$ cat config.mk
export PLATFORM = sky130hd
export DESIGN_NAME = survivor_mem
export DESIGN_NICKNAME = d
export VERILOG_FILES = /design/src/rtl/survivor_mem.sv
export SDC_FILE = /design/constraint.sdc
export NUM_CORES = 2
export LEC_CHECK = 0
export CAP_MARGIN = 20
export CELL_PAD_IN_SITES_DETAIL_PLACEMENT = 1
export CELL_PAD_IN_SITES_GLOBAL_PLACEMENT = 2
export CORE_MARGIN = 5
export CORE_UTILIZATION = 30
export CTS_CLUSTER_SIZE = 30
export DETAILED_ROUTE_END_ITERATION = 10
export PLACE_DENSITY = 0.49
export SYNTH_ARGS = -nofsm -noshare
export SYNTH_HDL_FRONTEND = slang
export SYNTH_SLANG_ARGS = --single-unit
$ cat constraint.sdc
create_clock -name clk -period 8.5 [get_ports clk]
set_input_delay 2.125 -clock clk [delete_from_list [all_inputs] [get_ports clk]]
set_output_delay 2.125 -clock clk [all_outputs]
set_load 0.1 [all_outputs]
$ cat src/rtl/survivor_mem.sv
// survivor_mem: ring of D survivor words (S bits each) written by the ACS, with a zero-latency
// read port for the traceback unit and a small FSM that launches one traceback per step once
// the ring is full, blocking writes until the traceback unit has finished with the ring.
//
// Optional feature: define SURVIVOR_MEM_FORCE0_EN to honour wr_last (zero-terminated frames).
//   Defined:   tb_force_state0 = last_q during the launch; a wr_last launch refills from empty.
//   Undefined: tb_force_state0 = 0, wr_last ignored, traceback always returns to streaming.
//
// Ports:
//   clk, rst                  clock, asynchronous active-high reset
//   wr_valid/wr_ready         ACS step handshake
//   wr_surv[S]                survivor decision bits, bit i for state i
//   wr_best_state[M]          best-metric state of the step
//   wr_last                   final step of a zero-terminated frame
//   tb_start                  one-cycle traceback launch pulse
//   tb_start_time/state       slot and state the launch begins from
//   tb_force_state0           launch begins from state 0
//   tb_busy                   traceback unit busy
//   tb_time/tb_state          read address; tb_surv_bit is the addressed bit (0 if out of range)
module survivor_mem #(
    parameter int unsigned K = 7,
    parameter int unsigned M = K - 1,
    parameter int unsigned D = 40,
    localparam int unsigned S = 2 ** M,
    localparam int unsigned TIME_W = ($clog2(D) > 1) ? $clog2(D) : 1
) (
    input  logic              clk,
    input  logic              rst,
    input  logic              wr_valid,
    input  logic [S-1:0]      wr_surv,
    input  logic [M-1:0]      wr_best_state,
    input  logic              wr_last,
    output logic              wr_ready,
    output logic              tb_start,
    output logic [TIME_W-1:0] tb_start_time,
    output logic [M-1:0]      tb_start_state,
    output logic              tb_force_state0,
    input  logic              tb_busy,
    input  logic [TIME_W-1:0] tb_time,
    input  logic [M-1:0]      tb_state,
    output logic              tb_surv_bit
);
    localparam int unsigned FILL_W = $clog2(D + 1);
    localparam int unsigned TIME_W1 = TIME_W + 1;
    localparam logic [TIME_W-1:0] LAST_PTR = TIME_W'(D - 1);
    localparam logic [FILL_W-1:0] FILL_FULL = FILL_W'(D);
    localparam logic [FILL_W-1:0] FILL_ONE_SHORT = FILL_W'(D - 1);
    localparam logic [TIME_W:0] DEPTH = TIME_W1'(D);

    typedef enum logic [2:0] {StFill, StStream, StStart, StWaitBusy, StWaitDone} state_e;

    state_e              state_q, state_d;
    logic [TIME_W-1:0]   wr_ptr_q, wr_ptr_d;
    logic [FILL_W-1:0]   fill_q, fill_d;
    logic [TIME_W-1:0]   tb_start_time_q, tb_start_time_d;
    logic [M-1:0]        tb_start_state_q, tb_start_state_d;
    logic                wr_en;
    logic                launch;
    logic [S-1:0]        mem_q [D];

`ifdef SURVIVOR_MEM_FORCE0_EN
    logic last_q, last_d;
`else
    logic unused_wr_last;
    assign unused_wr_last = wr_last;
`endif

    always_comb begin
        state_d          = state_q;
        wr_ptr_d         = wr_ptr_q;
        fill_d           = fill_q;
        tb_start_time_d  = tb_start_time_q;
        tb_start_state_d = tb_start_state_q;
`ifdef SURVIVOR_MEM_FORCE0_EN
        last_d           = last_q;
`endif
        wr_ready = (state_q == StFill) || (state_q == StStream);
        wr_en    = wr_valid && wr_ready;
        // In StStream fill is saturated, so only the filling write can match ONE_SHORT.
        launch   = wr_en && ((state_q == StStream) || (fill_q == FILL_ONE_SHORT));

        if (wr_en) begin
            wr_ptr_d = (wr_ptr_q == LAST_PTR) ? '0 : wr_ptr_q + 1'b1;
            if (fill_q != FILL_FULL) begin
                fill_d = fill_q + 1'b1;
            end
        end

        unique case (state_q)
            StFill, StStream: begin
                if (launch) begin
                    state_d          = StStart;
                    tb_start_time_d  = wr_ptr_q;
                    tb_start_state_d = wr_best_state;
`ifdef SURVIVOR_MEM_FORCE0_EN
                    last_d           = wr_last;
`endif
                end
            end
            StStart: state_d = StWaitBusy;
            StWaitBusy: begin
                if (tb_busy) begin
                    state_d = StWaitDone;
                end
            end
            StWaitDone: begin
                if (!tb_busy) begin
                    state_d = StStream;
`ifdef SURVIVOR_MEM_FORCE0_EN
                    // End of a terminated frame: the ring must refill before the next launch.
                    if (last_q) begin
                        state_d = StFill;
                        fill_d  = '0;
                    end
`endif
                end
            end
            default: state_d = StFill;
        endcase
    end

    always_ff @(posedge clk or posedge rst) begin
        if (rst) begin
            state_q          <= StFill;
            wr_ptr_q         <= '0;
            fill_q           <= '0;
            tb_start_time_q  <= '0;
            tb_start_state_q <= '0;
`ifdef SURVIVOR_MEM_FORCE0_EN
            last_q           <= 1'b0;
`endif
        end else begin
            state_q          <= state_d;
            wr_ptr_q         <= wr_ptr_d;
            fill_q           <= fill_d;
            tb_start_time_q  <= tb_start_time_d;
            tb_start_state_q <= tb_start_state_d;
`ifdef SURVIVOR_MEM_FORCE0_EN
            last_q           <= last_d;
`endif
        end
    end

    // Ring storage is deliberately not reset; fill gating keeps stale words unreachable.
    always_ff @(posedge clk) begin
        if (wr_en) begin
            mem_q[wr_ptr_q] <= wr_surv;
        end
    end

    always_comb begin
        tb_start        = (state_q == StStart);
        tb_start_time   = tb_start_time_q;
        tb_start_state  = tb_start_state_q;
`ifdef SURVIVOR_MEM_FORCE0_EN
        tb_force_state0 = (state_q == StStart) && last_q;
`else
        tb_force_state0 = 1'b0;
`endif
        tb_surv_bit     = 1'b0;
        if ({1'b0, tb_time} < DEPTH) begin
            tb_surv_bit = mem_q[tb_time][tb_state];
        end
    end

endmodule

==> results.json <==
{
  "yosysWarnings": 0,
  "start_util_pct": 30.1,
  "place_hpwl_um": 204000,
  "power_density_nw_per_um2": 252,
  "cp_data_required_time_ps": 6380,
  "via_per_inst": 5.31,
  "leakage_nw": 37.2,
  "synth_top_area_share_pct": 77.2,
  "pwr-share-comb_pct": 9.4,
  "wl_per_cell_um": 37.0,
  "postCtsHoldBufs": 0,
  "dieHeight_um": 586,
  "routabilityCongestion": 0.748,
  "clkSinkCount": 2587,
  "end_kind": "output pin",
  "worstHoldStart": "fill_q[5]",
  "num_rows": 211,
  "cts_tree": "yes",
  "avgSynthCellArea_um2": 22.3,
  "grt_pass1_wl_um": 479000,
  "yosysTopAreaCell": "edfxtp_1",
  "first_iter_violations": 5012,
  "netlist_instances": 4469,
  "grt_max_degree": 65,
  "dpl.cell_count": 9088,
  "cts_made_buffers": 298,
  "start_kind": "input port",
  "drt_first_pass_iters": 5,
  "power.switching_mw": 7.39,
  "rrSetupSlack_ps": 4690,
  "io_buffers": 100,
  "met1_usage_pct": 28.8,
  "hold_depth": 1,
  "overflow": 0,
  "outcome": "finished clean",
  "netlist_top_cells_count": "edfxtp_1 (2560), mux4_2 (617), nand2_1 (172)",
  "clockBufferDepth": 4,
  "clkLatencyLatePin_ps": 910,
  "cp.arrival_ps": 6140,
  "synth_edf_count": 2560,
  "r2r_start": "state_q[1]",
  "core_area_um2": 330000,
  "cts_resized": 0,
  "p_clk_share_pct": 41.4,
  "final_antenna_net_count": 0,
  "peakVddDrop_mv": 0.265,
  "synth_flop_cell": "edfxtp_1",
  "swShare_pct": 24.7,
  "hold_class": "register to register",
  "fin_cells": 9627,
  "drive_gt1_share_pct": 28.7,
  "post-route-drc-count": 0,
  "fp.dieArea_um2": 343000,
  "rr_worst_depth": 6,
  "dieWidth_um": 586,
  "use_met3_pct": 2.67,
  "timing.final.crit_share_pct": 97.3,
  "max_freq_ghz": 0.121,
  "path_max_fanout": 19,
  "yosysSeqAreaShare_pct": 77.9,
  "htreeDepth": 5,
  "clk_pin_slew_worst_paths_ps": 50,
  "slew_violations": 0,
  "relSlewSlack_pct": 27.2,
  "worst_pin_slew_ps": 1090,
  "min_period_ps": 8270,
  "r2r-end": "mem_q[26][37]",
  "netlist-cell-type-count": 67,
  "cts_root_buffer": "clkbuf_16",
  "setup_viol": 0,
  "fin_setup_tns_ps": 0,
  "synth_seq_cells": 2587,
  "ioPinCount": 103,
  "syn_nets": 4559,
  "criticalPathCategory": "input port to output pin",
  "vias": 51077,
  "fin_util_pct": 35.9,
  "postSynth.asyncResetShare_pct": 1.04,
  "internal_power_mw": 22.5,
  "pwr-share-seq_pct": 49.2,
  "fin_nets": 5124,
  "areaGrowthSynthToFinish_pct": 19.2,
  "hold_violations": 0,
  "rsz0062_at_grt": "false",
  "worstHoldEndpoint": "fill_q[5]",
  "maxCapViolCount": 0,
  "post-cts-setup-buffers": 0,
  "synthMostInstantiatedCell": "edfxtp_1",
  "clock_skew_ps": 43.7,
  "finalWirelength_um": 356000,
  "hold_slack_ps": 482,
  "syn-cell-area_um2": 99500,
  "grt_usage_pct": 20.4,
  "grt_util_met2_pct": 34.2,
  "top_usage_layer": "met2",
  "synthTopCellsByArea": "edfxtp_1 (77%), mux4_2 (14%), mux2i_1 (1.6%)",
  "antenna_found_initial": 31,
  "grt_pass1_vias": 53819
}
==> worst max-delay path by stage <==
stage                     from           to  slack, ps  cells past startpoint
floorplan           tb_time[0]  tb_surv_bit       1400                     15
global placement    tb_time[0]  tb_surv_bit        200                     14
detailed placement  tb_time[0]  tb_surv_bit        210                     14
CTS                 tb_time[0]  tb_surv_bit        200                     14
global route        tb_time[0]  tb_surv_bit        200                     14
finish              tb_time[0]  tb_surv_bit        230                     14
==> power by group through the flow <==
stage / Sequential, mW / Clock [mW] / Combinational (mW)
global route: 14.7 / 13.2 / 2.92
CTS: 14.7 / 12.7 / 2.85
global placement: 15.0 / 0 / 2.80
finish: 14.7 / 12.4 / 2.80
floorplan: 15.1 / 0 / 1.16
detailed placement: 15.0 / 0 / 2.84
==> stage by stage <==
step,instance area (um^2),total power [mW],worst slack [ps]
CTS,118000,30.3,204
global route,119000,30.9,201
floorplan,99500,16.3,1400
global placement,109000,17.8,198
finish,119000,29.9,231
detailed placement,109000,17.8,214
==> cell usage in the layout (no fill, tap or decap), types with 27 or more instances in the layout <==
master | netlist | layout
buf_12 | 1 | 86
nor2_1 | 96 | 49
o21ai_0 | 44 | 44
mux2_2 | 27 | 27
clkdlybuf4s50_1 | 0 | 91
nand3_1 | 67 | 67
mux2i_1 | 163 | 163
a21oi_1 | 56 | 56
a22oi_1 | 82 | 82
a31oi_1 | 32 | 32
nand2_1 | 172 | 172
clkbuf_16 | 0 | 306
dfrtp_1 | 27 | 27
clkinv_1 | 2 | 68
buf_4 | 34 | 308
nor2_4 | 0 | 42
mux4_2 | 617 | 617
clkbuf_1 | 81 | 70
edfxtp_1 | 2560 | 2560
clkinv_2 | 0 | 30
==> worst max-delay path: stages <==
cell	delay, ps
buf_8	280
buf_12	280
buf_12	210
mux4_2	520
mux2i_1	230
o221ai_1	190
o21ai_0	490
buf_4	260
a32oi_1	250
a2111oi_0	380
buf_4	180
nor3_1	30
a32o_1	360
buf_12	230
==> layout make-up <==
cell class / instances / area (um^2)
flip-flops and latches: 2587 / 77500
fillers: 31656 / 212000
inverters: 12 / 55.1
clock buffers: 371 / 7790
well taps: 4366 / 5460
multi-input cells: 1623 / 20800
repair buffers: 512 / 5500
diodes: 6 / 15.0
clock inverters: 150 / 1440
==> state kept, by name, indices dropped and copies added, names as in the netlist <==
register,flops
tb_start_time,6
state_q,3
mem_q,2560
tb_start_state,6
fill_q,6
wr_ptr_q,6
==> routing by layer <==
metal	routed length, um	up-vias	share of wire, %
met1	159000	29112	45
met3	15700	400	4.4
met2	175000	1367	49
met4	6810	4	1.9
met5	34	-	0.0095
li1	-	20194	-
==> logic make-up after synthesis <==
| family | count (synthesis) | share of synthesized area (%) |
|---|---|---|
| AOI/OAI and AO/OA | 373 | 2.62 |
| xor gates and xnor gates | 7 | 0.0616 |
| adders and majority gates | 3 | 0.0377 |
| buffers and inverters | 259 | 1.50 |
| DFF | 2587 | 77.9 |
| muxes | 807 | 15.9 |
| other | 1 | 0.00377 |
| and+or+nand+nor | 432 | 1.95 |
(Power assumes the default switching activity.)
